`config.mk`:
```
export PLATFORM = sky130hd
export DESIGN_NAME = dmem_arbiter_flat
export DESIGN_NICKNAME = d
export VERILOG_FILES = /design/src/rtl/dmem_arbiter_if.sv /design/src/rtl/dmem_arbiter.sv /design/src/flat_wrapper.sv
export SDC_FILE = /design/constraint.sdc
export NUM_CORES = 1
export LEC_CHECK = 0
export CORE_AREA = 2 2 128 130
export DETAILED_ROUTE_END_ITERATION = 10
export DIE_AREA = 0 0 130 132
export GPL_ROUTABILITY_DRIVEN = 0
export PLACE_DENSITY_LB_ADDON = 0.1
export SLEW_MARGIN = 20
export SYNTH_ARGS = -nofsm -noshare
export SYNTH_HDL_FRONTEND = slang
export SYNTH_SLANG_ARGS = --single-unit
```
`constraint.sdc`:
```
create_clock -name clk -period 2.8 [get_ports clk]
set_clock_uncertainty 0.2 [all_clocks]
set_input_delay 0.84 -clock clk [delete_from_list [all_inputs] [get_ports clk]]
set_output_delay 0.84 -clock clk [all_outputs]
set_load 0.1 [all_outputs]
```
`src/rtl/dmem_arbiter_if.sv`:
```
// One requester's port on the data-memory arbiter: the request handshake and the response
// channel that returns to it.
interface dmem_arbiter_if #(
  parameter int XLEN = 32
);
  logic            valid;
  logic            ready;
  logic            we;
  logic [XLEN-1:0] addr;
  logic [XLEN-1:0] wdata;
  logic            rsp_valid;
  logic [XLEN-1:0] rsp_rdata;

  modport master (
    output valid, we, addr, wdata,
    input  ready, rsp_valid, rsp_rdata
  );

  modport slave (
    input  valid, we, addr, wdata,
    output ready, rsp_valid, rsp_rdata
  );
endinterface

```
`src/rtl/dmem_arbiter.sv`:
```
// Round-robin arbiter sharing one pipelined single-port data memory between two requesters.
// Responses are routed back to their issuer in acceptance order, MEM_LAT cycles after acceptance.
module dmem_arbiter #(
  parameter int XLEN    = 32,
  parameter int MEM_LAT = 1,
  parameter int CNT_W   = 16
) (
  input  logic             clk,
  input  logic             reset,
  dmem_arbiter_if.slave    io_req0,
  dmem_arbiter_if.slave    io_req1,
  output logic             o_mem_we,
  output logic [XLEN-1:0]  o_mem_addr,
  output logic [XLEN-1:0]  o_mem_wdata,
  input  logic [XLEN-1:0]  i_mem_rdata,
  output logic [CNT_W-1:0] o_grant_cnt0,
  output logic [CNT_W-1:0] o_grant_cnt1
);

  typedef enum logic {
    LAST_R0 = 1'b0,
    LAST_R1 = 1'b1
  } last_e;

  typedef struct packed {
    logic valid;
    logic owner;
    logic is_write;
  } trk_t;

  localparam trk_t TRK_IDLE = '{valid: 1'b0, owner: 1'b0, is_write: 1'b0};

  function automatic logic [CNT_W-1:0] sat_inc(input logic [CNT_W-1:0] v);
    sat_inc = (&v) ? v : v + {{(CNT_W-1){1'b0}}, 1'b1};
  endfunction

  last_e            r_last;
  last_e            w_last_nxt;
  logic             w_gnt0;
  logic             w_gnt1;
  trk_t             w_new;
  trk_t             w_exit;
  logic             w_rsp0;
  logic             w_rsp1;
  trk_t             r_trk [MEM_LAT];
  logic [CNT_W-1:0] r_cnt0;
  logic [CNT_W-1:0] r_cnt1;

  // Last-grant state; after reset requester 1 counts as last so requester 0 wins the first tie.
  always_ff @(posedge clk or negedge reset) begin
    if (!reset) begin
      r_last <= LAST_R1;
    end else begin
      r_last <= w_last_nxt;
    end
  end

  // Grant selection and next last-grant; grant implies acceptance because ready == grant.
  always_comb begin
    w_gnt0     = 1'b0;
    w_gnt1     = 1'b0;
    w_last_nxt = r_last;
    if (reset) begin
      case ({io_req0.valid, io_req1.valid})
        2'b10: w_gnt0 = 1'b1;
        2'b01: w_gnt1 = 1'b1;
        2'b11: begin
          if (r_last == LAST_R1) begin
            w_gnt0 = 1'b1;
          end else begin
            w_gnt1 = 1'b1;
          end
        end
        default: begin
          w_gnt0 = 1'b0;
          w_gnt1 = 1'b0;
        end
      endcase
      if (w_gnt0) begin
        w_last_nxt = LAST_R0;
      end else if (w_gnt1) begin
        w_last_nxt = LAST_R1;
      end else begin
        w_last_nxt = r_last;
      end
    end else begin
      w_gnt0     = 1'b0;
      w_gnt1     = 1'b0;
      w_last_nxt = r_last;
    end
  end

  assign io_req0.ready = w_gnt0;
  assign io_req1.ready = w_gnt1;

  // Memory bus follows the granted requester and is parked at zero when idle.
  always_comb begin
    o_mem_we    = 1'b0;
    o_mem_addr  = {XLEN{1'b0}};
    o_mem_wdata = {XLEN{1'b0}};
    if (w_gnt0) begin
      o_mem_we    = io_req0.we;
      o_mem_addr  = io_req0.addr;
      o_mem_wdata = io_req0.wdata;
    end else if (w_gnt1) begin
      o_mem_we    = io_req1.we;
      o_mem_addr  = io_req1.addr;
      o_mem_wdata = io_req1.wdata;
    end else begin
      o_mem_we    = 1'b0;
      o_mem_addr  = {XLEN{1'b0}};
      o_mem_wdata = {XLEN{1'b0}};
    end
  end

  assign w_new = '{valid: w_gnt0 | w_gnt1, owner: w_gnt1, is_write: o_mem_we};

  // In-flight tracker; its length matches the memory latency so the exiting entry lines up with rdata.
  always_ff @(posedge clk or negedge reset) begin
    if (!reset) begin
      for (int i = 0; i < MEM_LAT; i++) begin
        r_trk[i] <= TRK_IDLE;
      end
    end else begin
      r_trk[0] <= w_new;
      for (int i = 1; i < MEM_LAT; i++) begin
        r_trk[i] <= r_trk[i-1];
      end
    end
  end

  assign w_exit = r_trk[MEM_LAT-1];
  assign w_rsp0 = w_exit.valid && (w_exit.owner == 1'b0);
  assign w_rsp1 = w_exit.valid && (w_exit.owner == 1'b1);

  assign io_req0.rsp_valid = w_rsp0;
  assign io_req1.rsp_valid = w_rsp1;
  assign io_req0.rsp_rdata = (w_rsp0 && !w_exit.is_write) ? i_mem_rdata : {XLEN{1'b0}};
  assign io_req1.rsp_rdata = (w_rsp1 && !w_exit.is_write) ? i_mem_rdata : {XLEN{1'b0}};

  // Saturating per-requester acceptance counters.
  always_ff @(posedge clk or negedge reset) begin
    if (!reset) begin
      r_cnt0 <= {CNT_W{1'b0}};
      r_cnt1 <= {CNT_W{1'b0}};
    end else begin
      if (w_gnt0) begin
        r_cnt0 <= sat_inc(r_cnt0);
      end
      if (w_gnt1) begin
        r_cnt1 <= sat_inc(r_cnt1);
      end
    end
  end

  assign o_grant_cnt0 = r_cnt0;
  assign o_grant_cnt1 = r_cnt1;

endmodule

```
`src/flat_wrapper.sv`:
```
// flat-port wrapper written by rule: the top's interface ports become plain ports
module dmem_arbiter_flat 
#(
  parameter int XLEN    = 32,
  parameter int MEM_LAT = 1,
  parameter int CNT_W   = 16
)
  (clk, reset, o_mem_we, o_mem_addr, o_mem_wdata, i_mem_rdata, o_grant_cnt0, o_grant_cnt1, io_req0_valid, io_req0_we, io_req0_addr, io_req0_wdata, io_req0_ready, io_req0_rsp_valid, io_req0_rsp_rdata, io_req1_valid, io_req1_we, io_req1_addr, io_req1_wdata, io_req1_ready, io_req1_rsp_valid, io_req1_rsp_rdata);
  dmem_arbiter_if #(.XLEN(XLEN)) io_req0_i ();
  dmem_arbiter_if #(.XLEN(XLEN)) io_req1_i ();
  input  logic clk;
  input  logic reset;
  output logic o_mem_we;
  output logic [XLEN-1:0] o_mem_addr;
  output logic [XLEN-1:0] o_mem_wdata;
  input  logic [XLEN-1:0] i_mem_rdata;
  output logic [CNT_W-1:0] o_grant_cnt0;
  output logic [CNT_W-1:0] o_grant_cnt1;
  input wire logic [$bits(io_req0_i.valid)-1:0] io_req0_valid;
  input wire logic [$bits(io_req0_i.we)-1:0] io_req0_we;
  input wire logic [$bits(io_req0_i.addr)-1:0] io_req0_addr;
  input wire logic [$bits(io_req0_i.wdata)-1:0] io_req0_wdata;
  output wire logic [$bits(io_req0_i.ready)-1:0] io_req0_ready;
  output wire logic [$bits(io_req0_i.rsp_valid)-1:0] io_req0_rsp_valid;
  output wire logic [$bits(io_req0_i.rsp_rdata)-1:0] io_req0_rsp_rdata;
  input wire logic [$bits(io_req1_i.valid)-1:0] io_req1_valid;
  input wire logic [$bits(io_req1_i.we)-1:0] io_req1_we;
  input wire logic [$bits(io_req1_i.addr)-1:0] io_req1_addr;
  input wire logic [$bits(io_req1_i.wdata)-1:0] io_req1_wdata;
  output wire logic [$bits(io_req1_i.ready)-1:0] io_req1_ready;
  output wire logic [$bits(io_req1_i.rsp_valid)-1:0] io_req1_rsp_valid;
  output wire logic [$bits(io_req1_i.rsp_rdata)-1:0] io_req1_rsp_rdata;
  assign io_req0_i.valid = io_req0_valid;
  assign io_req0_i.we = io_req0_we;
  assign io_req0_i.addr = io_req0_addr;
  assign io_req0_i.wdata = io_req0_wdata;
  assign io_req0_ready = io_req0_i.ready;
  assign io_req0_rsp_valid = io_req0_i.rsp_valid;
  assign io_req0_rsp_rdata = io_req0_i.rsp_rdata;
  assign io_req1_i.valid = io_req1_valid;
  assign io_req1_i.we = io_req1_we;
  assign io_req1_i.addr = io_req1_addr;
  assign io_req1_i.wdata = io_req1_wdata;
  assign io_req1_ready = io_req1_i.ready;
  assign io_req1_rsp_valid = io_req1_i.rsp_valid;
  assign io_req1_rsp_rdata = io_req1_i.rsp_rdata;
  dmem_arbiter #(.XLEN(XLEN), .MEM_LAT(MEM_LAT), .CNT_W(CNT_W)) u_core (.clk(clk), .reset(reset), .io_req0(io_req0_i), .io_req1(io_req1_i), .o_mem_we(o_mem_we), .o_mem_addr(o_mem_addr), .o_mem_wdata(o_mem_wdata), .i_mem_rdata(i_mem_rdata), .o_grant_cnt0(o_grant_cnt0), .o_grant_cnt1(o_grant_cnt1));
endmodule
```
==> reports/results.tsv <==
stage	metric	value	unit
power	Comb pwr share	69.0	%
logic_synthesis	ys flop type	dfrtp_1	
timing	Worst Hold Slack	0.294	ns
timing	fin crit period	3.11	ns
logic_synthesis	Synth Net Count	474	
timing	unrepaired setup endpoints after global routing	yes	
power	Clock Power Share	13.2	%
cells_and_area	Inserted Diodes	0	
critical_path	Crit Path Max Fanout	8	
detailed_routing	initial DRC count	123	
detailed_routing	Routed Antenna Nets	0	
timing	setup_tns	-16.79	ns
power	Sequential Power Share	17.8	%
cells_and_area	final net count	834	
clock_tree	CTS Sinks	36	
timing	final setup fails	67	
timing	final worst slack	-0.315	ns
logic_synthesis	largest area contributor in the netlist	dfrtp_1	
clock_tree	clock-pin slew on the worst setup and hold paths	0.06	ns
logic_synthesis	warning count from the yosys run	0	
critical_path	Crit Path Class	input pin to output pin	
clock_tree	TritonCTS buffer count	5	
status	failing checks	negative setup slack	
power	Final Power	4.21	mW
grt	Overall Global Routing Usage	22.1	%
logic_synthesis	Avg Inst Size Synth	9.36	sq um
cells_and_area	share of cells above drive strength 1	46.5	%
logic_synthesis	asr flop ratio synth	100	%
die	die area	0.0172	sq mm
grt	GRT overflow	0	
logic_synthesis	number of synthesized register bits	36	
min_path	min-delay worst type	flip-flop to flip-flop	
timing	max-slew violation count	0	
placed_design	placed cell count	856	
status	status	finished, violations left	
logic_synthesis	Post-Syn Instances	306	
logic_synthesis	distinct cell type count after synthesis	42	
placed_design	Detailed Place HPWL	16400	microns
clock_tree	CTS tree	done	
die	core area	0.0157	sq mm
clock_tree	cell at the root of the clock tree	clkbuf_16	
power	Net Sw Power	2.21	mW
timing	period utilization	111	%
detailed_routing	routed len/inst	22.1	microns
logic_synthesis	post-synth top area share	30.6	%
logic_synthesis	Mapped Area	0.00287	sq mm
grt	antenna violations before repair	0	
power	P_leak	3.93	nW
critical_path	Worst EP required	1.76	ns
grt	GRT met2 Usage	37.5	%
logic_synthesis	sequential fraction of the synthesis area	31.5	%
die	die width	130	microns
die	Top Ports	331	
detailed_routing	total wire length	19500	microns
detailed_routing	DR DRC count	0	
cells_and_area	fin util	56.9	%
grt	number of global-route vias before repair	4160	
logic_synthesis	top-count cell post-synth	and2_1	
die	die height	132	microns
grt	pin count of the biggest net entering global routing	33	
grt	met1 Use GR	26.0	%
power	Pint	1.99	mW
cells_and_area	Layout area overhead	212	%
critical_path	WP data arrival	2.07	ns
clock_tree	Max H-tree Level	2	
logic_synthesis	EDFF count, synth	0	
timing	endpoints failing hold	0	
critical_path	CP Launch Type	input pin	
power	Sw Share	52.7	%
die	Initial Utilization	18.2	%
detailed_routing	drt via density	4.49	
timing	Tightest Pin Transition	0.488	ns
detailed_routing	TritonRoute pass-1 iters	5	
clock_tree	CTS Buffer Depth	2	
grt	GRT Max-Usage Layer	met2	
grt	GR Util met3	10.6	%
logic_synthesis	ranking of synthesized cells by area	dfrtp_1 31%, a22o_1 20%, and2_1 15%, xnor2_1 4.3%, nand4_1 2.6%	
critical_path	Worst setup EP type	output pin	
grt	first-pass GRT wire length	28000	microns
cells_and_area	post-route non-filler standard cell count	883	
power	VDD IR max	0.843	mV
placed_design	PortBufs	330	
clock_tree	Clock Latency Late Sink	0.27	ns
die	row count	46	
timing	Rel. slew slack	67.2	%
power	Power Density	470	mW/mm^2
logic_synthesis	commonest cells in the netlist	67 x and2_1, 65 x a22o_1, 35 x dfrtp_1	
timing	FMAX	321	MHz
job	max cap viols	0	
detailed_routing	vias	3964	
[what timing repair did]
| action | CTS | global route |
|---|---|---|
| endpoints found under the setup margin | 67 | 67 |
| pin swaps | 4 | 6 |
| hold buffers | 0 | 0 |
| gates resized for setup | 35 | 3 |
| cloned | 7 | 1 |
| setup buffers | 13 | 1 |
[area by class of cell]
type,count,area [sq um]
Sequential cell,36,902
Fill cell,1281,6770
Clock buffer,6,139
Multi-Input combinational cell,245,2450
Tap cell,216,270
Inverter,3,23.8
Timing Repair Buffer,375,5150
Clock inverter,2,10.0
[path summary, 6_finish.rpt]
| path | start | to | slack [ns] | cells past startpoint |
|---|---|---|---|---|
| worst max-delay path | io_req1_valid | o_mem_addr[17] | -0.31 | 9 |
| worst min-delay path | u_core.r_last | u_core.r_last | 0.29 | 2 |
| worst max register to register | u_core.r_last | u_core.o_grant_cnt0[1] | 0.70 | 7 |
| worst min register to register | u_core.r_last | u_core.r_last | 0.29 | 2 |
| max in group asynchronous | reset | u_core.r_trk[0] | 1.68 | 2 |
| min in group asynchronous | reset | u_core.o_grant_cnt1[8] | 0.46 | 2 |
[state kept, by name, summed over array words and instances, names as in the netlist]
name / cells
u_core.o_grant_cnt1: 16
u_core.o_grant_cnt0: 16
u_core.r_last: 1
u_core.r_trk: 3
[power groups by stage]
stage	clock network, mW	logic [mW]	registers [mW]
after global placement	0	2.82	0.750
after global routing	0.602	2.99	0.766
final	0.556	2.90	0.748
after floorplan	0	1.21	1.31
after detailed placement	0	2.83	0.753
after CTS	0.572	2.92	0.748
[metal layers]
metal / vias up / part of all wire [%] / wire length [microns]
met5: - / 0 / 0
met4: 0 / 0.71 / 138
met3: 9 / 12 / 2280
met2: 216 / 49 / 9570
met1: 1874 / 39 / 7530
li1: 1865 / - / -
[placed cells by master, fill, tap and decap left out, types with 2 or more instances in the layout]
cell,count
and3_1,8
ha_1,2
mux2_2,4
nor3_1,2
nor4_4,2
a31oi_1,4
nand2_4,2
xnor2_1,14
buf_16,4
clkdlybuf4s50_1,162
nor2b_1,2
nor4_1,3
nor2_1,2
and2_1,67
and4_1,5
buf_6,9
nand4_2,2
clkbuf_16,6
dfrtp_1,35
nand4_1,12
buf_4,54
buf_12,143
a22o_4,65
clkinv_2,2
o21a_1,2
nor4b_2,2
xor2_1,8
inv_1,2
nand2_1,8
nand3_1,13
[stage by stage]
| step | instance area (sq um) | setup slack [ns] |
|---|---|---|
| 3_5_place_dp | 8430 | -0.713 |
| 4_1_cts | 8980 | -0.341 |
| 2_1_floorplan | 3530 | -0.237 |
| 3_3_place_gp | 8430 | -0.699 |
| 6_report | 8940 | -0.315 |
| 5_1_grt | 8940 | -0.376 |
[logic make-up after synthesis]
kind of cell,count (synthesis),share of synthesized area [%]
DFF,36,31.5
and+or+nand+nor,142,33.0
buffers and inverters,25,3.84
adders and majority gates,2,0.873
muxes,6,2.45
xor gates and xnor gates,22,6.73
AOI/OAI and AO/OA,73,21.6
[worst max-delay path, stage by stage]
cell and delay (ns):
buf_8 0.10, buf_4 0.13, nand2_4 0.05, or2_4 0.15, clkinv_8 0.09, buf_12 0.14, buf_16 0.14, a22o_4 0.26
buf_12 0.16
(Power assumes the default switching activity.)
